$ cat src/rtl/rvfi_retire_gen.sv
// rvfi_retire_gen
// ---------------------------------------------------------------------------
// Producer side of the RVFI retirement trace for the PSP core. Each
// instruction that retires in writeback becomes one registered RVFI record
// one cycle later, with a running retirement order, lane-accurate memory
// masks/data, trap/halt flags and constant mode/intr fields.
//
// Handshake: rvfi_valid is a one-cycle pulse per emitted record. There is
// no ready/backpressure; the consumer must take every record in the cycle
// it is presented. When no record is emitted, rvfi_valid is 0 and every
// other rvfi_* output holds the last record.
//
// Ports:
//   clk, reset          core clock, asynchronous active-low reset
//   wb_*                retirement data from the writeback stage
//   rvfi_*              registered RVFI record
//   dbg_halted          1 while the FSM sits in HALTED (no more records)
// ---------------------------------------------------------------------------
module rvfi_retire_gen #(
    parameter int XLEN    = 32,
    parameter int ORDER_W = 64
) (
    input  logic               clk,
    input  logic               reset,
    input  logic               wb_valid,
    input  logic [31:0]        wb_insn,
    input  logic [XLEN-1:0]    wb_pc,
    input  logic [XLEN-1:0]    wb_next_pc,
    input  logic [4:0]         wb_rs1_addr,
    input  logic [4:0]         wb_rs2_addr,
    input  logic [XLEN-1:0]    wb_rs1_rdata,
    input  logic [XLEN-1:0]    wb_rs2_rdata,
    input  logic               wb_rd_we,
    input  logic [4:0]         wb_rd_addr,
    input  logic [XLEN-1:0]    wb_rd_wdata,
    input  logic               wb_mem_read,
    input  logic               wb_mem_write,
    input  logic [2:0]         wb_mem_funct3,
    input  logic [XLEN-1:0]    wb_mem_addr,
    input  logic [XLEN-1:0]    wb_mem_rdata,
    input  logic [XLEN-1:0]    wb_mem_wdata,
    input  logic               wb_trap,
    input  logic               wb_halt,
    output logic               rvfi_valid,
    output logic [ORDER_W-1:0] rvfi_order,
    output logic [31:0]        rvfi_insn,
    output logic               rvfi_trap,
    output logic               rvfi_halt,
    output logic               rvfi_intr,
    output logic [1:0]         rvfi_mode,
    output logic [4:0]         rvfi_rs1_addr,
    output logic [4:0]         rvfi_rs2_addr,
    output logic [4:0]         rvfi_rd_addr,
    output logic [XLEN-1:0]    rvfi_rs1_rdata,
    output logic [XLEN-1:0]    rvfi_rs2_rdata,
    output logic [XLEN-1:0]    rvfi_rd_wdata,
    output logic [XLEN-1:0]    rvfi_pc_rdata,
    output logic [XLEN-1:0]    rvfi_pc_wdata,
    output logic [XLEN-1:0]    rvfi_mem_addr,
    output logic [3:0]         rvfi_mem_rmask,
    output logic [3:0]         rvfi_mem_wmask,
    output logic [XLEN-1:0]    rvfi_mem_rdata,
    output logic [XLEN-1:0]    rvfi_mem_wdata,
    output logic               dbg_halted
);

    typedef enum logic {
        ST_RUN    = 1'b0,
        ST_HALTED = 1'b1
    } state_t;

    typedef struct packed {
        logic [ORDER_W-1:0] order;
        logic [31:0]        insn;
        logic               trap;
        logic               halt;
        logic [4:0]         rs1_addr;
        logic [4:0]         rs2_addr;
        logic [4:0]         rd_addr;
        logic [XLEN-1:0]    rs1_rdata;
        logic [XLEN-1:0]    rs2_rdata;
        logic [XLEN-1:0]    rd_wdata;
        logic [XLEN-1:0]    pc_rdata;
        logic [XLEN-1:0]    pc_wdata;
        logic [XLEN-1:0]    mem_addr;
        logic [3:0]         mem_rmask;
        logic [3:0]         mem_wmask;
        logic [XLEN-1:0]    mem_rdata;
        logic [XLEN-1:0]    mem_wdata;
    } rec_t;

    state_t             state_q, state_d;
    logic [ORDER_W-1:0] order_q, order_d;
    logic               valid_q, valid_d;
    rec_t               rec_q, rec_d;

    // Expand a byte-lane mask into a bit mask over the 32-bit bus word.
    function automatic logic [XLEN-1:0] lane_bits(input logic [3:0] m);
        return {{8{m[3]}}, {8{m[2]}}, {8{m[1]}}, {8{m[0]}}};
    endfunction

    // ---------------- memory access decode ----------------
    logic [1:0]      mem_off;
    logic [3:0]      mem_base;
    logic [3:0]      mem_mask;
    logic            mem_misal;
    logic            mem_acc;
    logic            mem_bad;
    logic [XLEN-1:0] mem_addr_c;
    logic [3:0]      mem_rmask_c;
    logic [3:0]      mem_wmask_c;
    logic [XLEN-1:0] mem_rdata_c;
    logic [XLEN-1:0] mem_wdata_c;

    always_comb begin
        mem_off     = wb_mem_addr[1:0];
        mem_base    = 4'b0000;
        mem_misal   = 1'b0;
        case (wb_mem_funct3)
            3'b000, 3'b100: mem_base = 4'b0001;
            3'b001, 3'b101: begin
                mem_base  = 4'b0011;
                mem_misal = (mem_off == 2'd3);
            end
            3'b010: begin
                mem_base  = 4'b1111;
                mem_misal = (mem_off != 2'd0);
            end
            // Unsupported size codes are treated like a misaligned access.
            default: mem_misal = 1'b1;
        endcase
        mem_mask    = mem_base << mem_off;
        mem_acc     = wb_mem_read | wb_mem_write;
        // A simultaneous load+store or a bad size/alignment traps and
        // reports no lanes; the aligned address is still shown.
        mem_bad     = mem_acc & (mem_misal | (wb_mem_read & wb_mem_write));
        mem_addr_c  = '0;
        mem_rmask_c = 4'b0000;
        mem_wmask_c = 4'b0000;
        mem_rdata_c = '0;
        mem_wdata_c = '0;
        if (mem_acc) begin
            mem_addr_c = {wb_mem_addr[XLEN-1:2], 2'b00};
            if (!mem_bad && wb_mem_read) begin
                mem_rmask_c = mem_mask;
                mem_rdata_c = wb_mem_rdata & lane_bits(mem_mask);
            end
            if (!mem_bad && wb_mem_write) begin
                // Store data arrives unshifted (rs2); move it onto its lanes.
                mem_wmask_c = mem_mask;
                mem_wdata_c = (wb_mem_wdata << {mem_off, 3'b000}) & lane_bits(mem_mask);
            end
        end
    end

    // ---------------- FSM next state and record build ----------------
    always_comb begin
        state_d = state_q;
        order_d = order_q;
        valid_d = 1'b0;
        rec_d   = rec_q;
        if (wb_valid && (state_q == ST_RUN)) begin
            valid_d        = 1'b1;
            rec_d.order    = order_q;
            order_d        = order_q + {{(ORDER_W-1){1'b0}}, 1'b1};
            rec_d.insn     = wb_insn;
            rec_d.trap     = wb_trap | mem_bad;
            rec_d.halt     = wb_halt;
            rec_d.rs1_addr = wb_rs1_addr;
            rec_d.rs2_addr = wb_rs2_addr;
            rec_d.rs1_rdata = (wb_rs1_addr == 5'd0) ? '0 : wb_rs1_rdata;
            rec_d.rs2_rdata = (wb_rs2_addr == 5'd0) ? '0 : wb_rs2_rdata;
            if (wb_rd_we && (wb_rd_addr != 5'd0)) begin
                rec_d.rd_addr  = wb_rd_addr;
                rec_d.rd_wdata = wb_rd_wdata;
            end else begin
                rec_d.rd_addr  = 5'd0;
                rec_d.rd_wdata = '0;
            end
            rec_d.pc_rdata  = wb_pc;
            rec_d.pc_wdata  = wb_next_pc;
            rec_d.mem_addr  = mem_addr_c;
            rec_d.mem_rmask = mem_rmask_c;
            rec_d.mem_wmask = mem_wmask_c;
            rec_d.mem_rdata = mem_rdata_c;
            rec_d.mem_wdata = mem_wdata_c;
            // The halting record itself is still emitted.
            if (wb_halt) begin
                state_d = ST_HALTED;
            end
        end
    end

    always_ff @(posedge clk or negedge reset) begin
        if (!reset) begin
            state_q <= ST_RUN;
            order_q <= '0;
            valid_q <= 1'b0;
            rec_q   <= '0;
        end else begin
            state_q <= state_d;
            order_q <= order_d;
            valid_q <= valid_d;
            rec_q   <= rec_d;
        end
    end

    assign rvfi_valid     = valid_q;
    assign rvfi_order     = rec_q.order;
    assign rvfi_insn      = rec_q.insn;
    assign rvfi_trap      = rec_q.trap;
    assign rvfi_halt      = rec_q.halt;
    assign rvfi_intr      = 1'b0;
    assign rvfi_mode      = 2'b11;
    assign rvfi_rs1_addr  = rec_q.rs1_addr;
    assign rvfi_rs2_addr  = rec_q.rs2_addr;
    assign rvfi_rd_addr   = rec_q.rd_addr;
    assign rvfi_rs1_rdata = rec_q.rs1_rdata;
    assign rvfi_rs2_rdata = rec_q.rs2_rdata;
    assign rvfi_rd_wdata  = rec_q.rd_wdata;
    assign rvfi_pc_rdata  = rec_q.pc_rdata;
    assign rvfi_pc_wdata  = rec_q.pc_wdata;
    assign rvfi_mem_addr  = rec_q.mem_addr;
    assign rvfi_mem_rmask = rec_q.mem_rmask;
    assign rvfi_mem_wmask = rec_q.mem_wmask;
    assign rvfi_mem_rdata = rec_q.mem_rdata;
    assign rvfi_mem_wdata = rec_q.mem_wdata;
    assign dbg_halted     = (state_q == ST_HALTED);

endmodule

$ cat config.mk
export PLATFORM = sky130hd
export DESIGN_NAME = rvfi_retire_gen
export DESIGN_NICKNAME = d
export VERILOG_FILES = /design/src/rtl/rvfi_retire_gen.sv
export SDC_FILE = /design/constraint.sdc
export NUM_CORES = 1
export LEC_CHECK = 0
export ABC_AREA = 1
export CORE_AREA = 5 5 271 273
export CTS_BUF_LIST = sky130_fd_sc_hd__clkbuf_16
export CTS_CLUSTER_SIZE = 24
export DETAILED_ROUTE_END_ITERATION = 10
export DIE_AREA = 0 0 276 278
export DONT_BUFFER_PORTS = 1
export PLACE_DENSITY_LB_ADDON = 0.25
export SYNTH_ARGS = -nofsm -noshare
export SYNTH_HDL_FRONTEND = slang
export SYNTH_SLANG_ARGS = --single-unit
$ cat constraint.sdc
create_clock -name clk -period 1.75 [get_ports clk]
set_input_delay 0.525 -clock clk [delete_from_list [all_inputs] [get_ports clk]]
set_output_delay 0.525 -clock clk [all_outputs]
set_load 0.02 [all_outputs]
# After elaboration in Yosys (flattened, before gate mapping)
# Cells that the tools add are included.
# totals
inputBits	314
word_cells	65
output_inout_bits	382
reg_bits	443
# classes
shift	2
addsub	1
mux	16
n_eq_ne	5
bitwise_logic	8
n_reduce_logical	13
# op_table
op	count
32-bit two-way mux	8
64-bit by 1-bit adder with 64-bit output (second input constant)	1
32-bit bitwise AND	2
32-bit by 5-bit << shifter with 32-bit output	1
4-bit two-way mux	4
4-bit one-hot mux with 3 select lines	1
5-bit logical NOT	2
3-bit equality test (second input constant)	2
5-bit two-way mux	1
5-bit nonzero test	1
1-bit logical AND	4
2-bit OR reduction	2
4-bit by 2-bit << shifter with 4-bit output	1
3-bit by 1-bit equality test with 1-bit output (second input constant)	1
3-bit by 2-bit equality test with 1-bit output (second input constant)	1
3-bit logical NOT	1
1-bit bitwise OR	3
1-bit one-hot mux with 3 select lines	1
1-bit bitwise AND	2
2-bit equality test (second input constant)	1
2-bit AND reduction	1
2-bit nonzero test	1
1-bit logical NOT	1
1-bit two-way mux	1
1-bit inverter	1

# Depth between registers and ports, before layout
# Gate-level depths: netlist (run 1).
# logic_depth
ltp_word	9
depth_mapped	11

# Least setup slack after synthesis (run 1)
# No wires, ideal clock.
# synth_path
path_kind	reg-to-reg
startpoint	reg order_q[0]
endpoint	reg order_q[30]
n_path_buf	0
setup_slack_ps	117
setup_ps	118
required_ps	1632
path_stages_with_launch	10
arrival_ps	1515
path_cell_list	dfrtp_1 ha_1 nand3_1 nor2_4 nand2_8 nor2_2 nand2_2 nor2_1 xor2_1 inv_1
# synth_between
elab_chain_len	1
# synth_lines
item	line	text
start: declaration	93	logic [ORDER_W-1:0] order_q, order_d;
start signal: assignment	202	order_q <= order_d;
64-bit by 1-bit adder with 64-bit output	165	order_d = order_q + {{(ORDER_W-1){1'b0}}, 1'b1};
# No other way between the ends.
# A chain may end at the register's enable or synchronous reset.

==> flow_metrics.tcl, run 1 <==
set metrics [dict create \
    vdd_drop_max_mv 0.643 \
    r2r_end "order_q[49]" \
    fill_cells 7505 \
    finalHoldViolCount 139 \
    critPathMaxFanout 441 \
    fp.dieH_um 278 \
    reg2reg_depth 10 \
    maxSlewHeadroom_pct -88.0 \
    grt_pass1_vias 15500 \
    max_freq_mhz 484 \
    final_area_um2 23000 \
    yosysUniqueCellTypes 39 \
    hold_ws_ns -0.325 \
    fp.dieW_um 276 \
    syn_avg_cell_area_um2 8.55 \
    synth_top_area_share_pct 58.2 \
    crit_type "in -> async" \
    drc 0 \
    seq_area_frac_synth_pct 58.2 \
    clk_latency_ns 0.59 \
    synth_common_cells "nand2_1, dfrtp_1, nand3_1, inv_1, nor2_1" \
    cp-end-kind "async pin" \
    place.gp.congestion 0.942 \
    cts.htree.levels 2 \
    final_layout_size_suffix_gt1_share_pct 13.1 \
    utilization_pct 32.5 \
    synth_most_common_cell "nand2_1" \
    leakagePower_nw 11.7 \
    r2r_slack_ns 0.01 \
    cts_made_buffers 51 \
    grt_pass1_wl_mm 101 \
    syn_area_um2 19000 \
    grt_max_degree 442 \
    vias 15500 \
    maxSlewViolCount 318 \
    skew_ns 0.0212 \
    initial_core_util_pct 26.8 \
    yosys-top-cells-area "dfrtp_1, nand2_1, nand3_1" \
    max_cap_viol_count 0 \
    rsz0062_at_grt "true" \
    synth_top_area_cell "dfrtp_1" \
    violations "hold timing, slew limit, setup timing" \
    clockRootBuffer "clkbuf_16" \
    grt_usage_pct 16.7 \
    io_buffers 0 \
    nets 2606 \
    floorplan.core_area_um2 70900 \
    die_area_um2 76700 \
    startpoint_type "input pin" \
    pre_cts_ws_ns -0.0997 \
    yosys_register_bits 441 \
    cp.required_ns 1.61 \
    hold_path.class "in -> async" \
    synthArstFlopShare_pct 100 \
    clk_path_buf_depth 3 \
    power_density_nw_per_um2 985 \
    period_share_pct 118 \
    reg2reg_from "order_q[0]" \
    fp-row-count 98 \
    tns_ns -7.83 \
    io_pins 696 \
    wire_per_inst_um 21.3 \
    clk_pin_slew_worst_paths_ns 0.06 \
    ys.flop_type "dfrtp_1" \
    tritoncts "done" \
    placed_area_um2 20700 \
    fin_crit_ns 2.07 \
    arrival_ns 1.93 \
    tightest_slew_ns 2.82 \
    drt_first_iter_violations 975 \
    grt_remaining_overflow 0 \
    finalWorstSetupSlack_ns -0.316 \
    synth-edff-count 0 \
    cp.depth 0 \
    clock-sinks 441 \
    routed_wl_mm 70.1 \
    areaGrowthSynthToFinish_pct 21.4 \
    finalSetupViolations 92 \
    hpwl_mm 51.3 \
    ant_nets 0 \
    yosys_warnings 0 \
    vias_per_cell 4.73 \
    first_pass_iters 5 \
    synthCells 2219 \
    status "complete, but fails checks" \
    antenna_found_initial 1 \
]
[metal layers]
metal	GRT usage (%)	wire [um]	up-vias
met5	0	0	-
met4	4.46	1880	0
met3	5.34	5870	117
met2	28.8	34800	648
met1	20.4	27500	7659
li1	-	-	7111
[area by class of cell]
type | instances | area [um2] | share of cell area (%)
Clock inverter | 43 | 379 | 1.65
Tap cell | 950 | 1190 | 5.16
Timing Repair Buffer | 122 | 1410 | 6.12
Antenna cell | 2 | 5.00 | 0.0217
Clock buffer | 52 | 1300 | 5.65
Inverter | 136 | 518 | 2.25
Multi-Input combinational cell | 1539 | 7190 | 31.2
Sequential cell | 441 | 11000 | 47.9
[layout by cell type, fill, tap and decap left out, types with 11 or more instances in the layout]
cell type	count
a21oi_1	17
nand4_1	20
dfrtp_1	436
buf_12	16
nor2_4	20
xor2_1	40
nor2_2	15
clkbuf_16	60
o21ai_0	90
inv_1	131
nor2_1	96
nor3_1	13
nand2_1	969
a22o_1	30
nand3_2	15
o21ai_1	15
buf_4	84
nand3_1	136
nand2_2	13
clkinv_2	12
inv_2	11
[through the flow]
stage               power (W)  std cells
global placement       0.0121       3171
global route           0.0235       3283
floorplan              0.0118       2222
CTS                    0.0230       3269
finish                 0.0227       3285
detailed placement     0.0121       3171
[registers in the layout, indices dropped and copies added (netlist names), 4 cells and up]
name	flops
rvfi_mem_addr	30
rvfi_pc_wdata	32
rvfi_mem_wdata	32
rvfi_rd_addr	5
rvfi_mem_rmask	4
rvfi_rs2_addr	5
rvfi_mem_wmask	4
rvfi_rs2_rdata	32
order_q	64
rvfi_rd_wdata	32
rvfi_pc_rdata	32
rvfi_insn	32
rvfi_mem_rdata	32
rvfi_rs1_rdata	32
rvfi_rs1_addr	5
rvfi_order	64
[where the power goes]
group,total [W],internal (W),switching [W]
logic,0.000608,0.000255,0.000353
clock network,0.0108,0.00629,0.00446
registers,0.0113,0.0105,0.000775
[worst max path at each step]
stage,to,startpoint,slack (ns)
floorplan,order_q[30],order_q[0],0.12
global placement,order_q[49],wb_valid,-0.02
detailed placement,order_q[26],order_q[0],-0.1
CTS,rvfi_pc_rdata[22],dbg_halted,-0.007
global route,order_q[35],order_q[0],-0.10
finish,rvfi_rd_addr[3],reset,-0.32
[what timing repair did]
action | CTS | global route
pin swaps | 5 | 10
gates cloned | 0 | 10
buffers inserted | 3 | 4
hold endpoints to repair | 441 | 441
resized for setup | 8 | 72
endpoints found under the setup margin | 53 | 219
[kinds of logic after synthesis]
| kind of cell | count (synthesis) | synth area share [%] |
|---|---|---|
| compound gates | 162 | 5.16 |
| xor+xnor | 43 | 1.99 |
| fa+ha+maj | 1 | 0.0660 |
| buf+inv | 243 | 5.36 |
| flops | 441 | 58.2 |
| other cells | 2 | 0.0396 |
| simple gates | 1327 | 29.2 |
Power figures use the tool's default switching activity.
==> run 2: changes to the inputs <==
--- a/config.mk
+++ b/config.mk
@@ -6,6 +6,7 @@
 export NUM_CORES = 1
 export LEC_CHECK = 0
 export ABC_AREA = 1
+export ABC_CLOCK_PERIOD_IN_PS = 1750
 export CORE_AREA = 5 5 271 273
 export CTS_BUF_LIST = sky130_fd_sc_hd__clkbuf_16
 export CTS_CLUSTER_SIZE = 24
@@ -13,6 +14,7 @@
 export DIE_AREA = 0 0 276 278
 export DONT_BUFFER_PORTS = 1
 export PLACE_DENSITY_LB_ADDON = 0.25
+export REMOVE_ABC_BUFFERS = 1
 export SYNTH_ARGS = -nofsm -noshare
 export SYNTH_HDL_FRONTEND = slang
 export SYNTH_SLANG_ARGS = --single-unit
==> run 2 against run 1 <==
Effect of this change: the flow finishes with violations (hold timing); first-iteration DRC count increased by 20%; clock power decreased by 6%; register-to-register slack barely moved; total power fell by 2.5%.
==> flow_metrics.tcl, run 2 (synthesis results as in run 1) <==
set metrics [dict create \
    fp.dieW_um 276 \
    fill_cells 7515 \
    clock-sinks 441 \
    clockRootBuffer "clkbuf_16" \
    rsz0062_at_grt "true" \
    worstPathCellList "inv_2 -> buf_6 -> nand3_4 -> nor2_4 -> nand2_8 -> nor2_8 -> nand2_4 -> nor2_4 -> buf_4 -> xor2_1" \
    startpoint_type "flip-flop" \
    max_cap_viol_count 0 \
    fp.dieH_um 278 \
    critical-path-slowest-cell "dfrtp_2" \
    cp-end-kind "flip-flop" \
    nets 2596 \
    maxSlewViolCount 0 \
    power_density_nw_per_um2 983 \
    maxSlewHeadroom_pct 5.08 \
    die_area_um2 76700 \
    vias_per_cell 4.66 \
    clk_pin_slew_worst_paths_ns 0.06 \
    seq_power_share_pct 51.1 \
    place.gp.congestion 0.928 \
    grt_remaining_overflow 0 \
    period_share_pct 99.3 \
    vias 15200 \
    antenna_found_initial 3 \
    switchingPower_w 0.00545 \
    swShare_pct 24.7 \
    vdd_drop_max_mv 0.576 \
    hold_ws_ns -0.283 \
    tritoncts "done" \
    max_freq_mhz 575 \
    grt_usage_pct 16.7 \
    drc 0 \
    arrival_ns 2.24 \
    drt_first_iter_violations 1167 \
    r2r_slack_ns 0.01 \
    leakagePower_nw 11.5 \
    crit_type "reg -> reg" \
    p_comb_share_pct 2.7 \
    fp-row-count 98 \
    cts.htree.levels 2 \
    layout_commonest_cell "nand2_1" \
    reg2reg_from "dbg_halted" \
    cp.required_ns 2.25 \
    utilization_pct 31.7 \
    crit_path_frequent_cell "nor2_4" \
    cts_made_buffers 50 \
    io_buffers 0 \
    wire_per_inst_um 20.9 \
    ant_nets 0 \
    finalHoldViolCount 441 \
    first_pass_iters 5 \
    floorplan.core_area_um2 70900 \
    mostFrequentLayoutCells "nand2_1, dfrtp_1, nand3_1" \
    clockPowerShare_pct 46.2 \
    skew_ns 0.0109 \
    tightest_slew_ns 1.42 \
    routed_wl_mm 68.3 \
    status "complete, but fails checks" \
    io_pins 696 \
    areaGrowthSynthToFinish_pct 18.6 \
    r2r_end "order_q[24]" \
    violations "hold timing" \
    hpwl_mm 51.1 \
    final_layout_size_suffix_gt1_share_pct 11.8 \
    grt_pass1_wl_mm 101 \
    clk_latency_ns 0.58 \
    finalSetupViolations 0 \
    grt_pass1_vias 15100 \
    critPathMaxFanout 4 \
    reg2reg_depth 10 \
    clk_path_buf_depth 3 \
    hold_path.class "in -> async" \
    initial_core_util_pct 26.8 \
    crit_path_max_incr_delay_ns 0.45 \
    fin_crit_ns 1.74 \
    grt_max_degree 442 \
    power.internal_w 0.0167 \
]
run 2: changes by cell type in the layout (fill, tap and decap cells not counted), moves of 5 or more:
cell,previous run,this run
buf_16,6,1
nand3_2,15,6
clkbuf_16,60,52
nand3_1,136,148
dfrtp_1,436,429
dfrtp_2,5,12
buf_4,84,92
run 2: power groups by stage:
stage | registers (W) | logic, W | clock network, W
global route | 0.0113 | 0.000685 | 0.0109
global placement | 0.0115 | 0.000564 | 0
floorplan | 0.0113 | 0.000426 | 0
detailed placement | 0.0115 | 0.000582 | 0
CTS | 0.0113 | 0.000589 | 0.0105
finish | 0.0113 | 0.000590 | 0.0102
run 2: final cells by class:
type                    instances  area (um2)  share of cell area, %
repair buffers                114        1100                   4.89
clock inverters                41         299                   1.33
clock buffers                  51        1280                   5.67
well taps                     950        1190                   5.29
flip-flops and latches        441       11100                   49.1
inverters                     136         518                   2.30
diodes                          3        7.51                 0.0334
multi-input cells            1538        7050                   31.3
run 2: worst max path at each step:
stage	end	cells past startpoint	start	slack, ns
after floorplan	rvfi_mem_wdata[0]	7	wb_valid	-11.70
after global placement	order_q[51]	9	wb_valid	-0.02
after detailed placement	rvfi_mem_rdata[16]	7	wb_valid	-0.08
after CTS	dbg_halted	1	dbg_halted	0.01
after global routing	order_q[24]	10	dbg_halted	-0.06
final	order_q[24]	10	dbg_halted	0.01
run 2: repair_timing:
item	in CTS	in global routing
setup buffers	5	7
gates cloned	0	1
endpoints found under the hold margin	441	441
gates resized for setup	10	38
endpoints found under the setup margin	11	76
pin swaps	6	12
run 2: worst max-delay path: cells and delay by family (launching register included):
family	cells	cell delay, ns
flops	1	0.45
xor+xnor	1	0.13
buf+inv	3	0.34
simple gates	6	0.74
run 2: routing by layer:
layer	wire, um	part of all wire, %	GRT usage (%)	vias up
li1	-	-	-	7087
met1	25500	37	18.9	7456
met2	34700	51	29.2	571
met3	5770	8.4	5.89	135
met4	2370	3.5	5.94	0
met5	0	0	0	-
run 2: metrics by stage:
| step | power, W | std cells | setup TNS (ns) | cell area [um2] | worst slack, ns |
|---|---|---|---|---|---|
| 2_1_floorplan | 0.0118 | 2115 | -3945.32 | 18500 | -11.70 |
| 3_3_place_gp | 0.0121 | 3166 | -0.106 | 20600 | -0.0162 |
| 3_5_place_dp | 0.0121 | 3166 | -1.06 | 20600 | -0.0848 |
| 4_1_cts | 0.0224 | 3263 | 0 | 22300 | 0.0101 |
| 5_1_grt | 0.0229 | 3274 | -0.290 | 22500 | -0.0607 |
| 6_report | 0.0221 | 3274 | 0 | 22500 | 0.0114 |
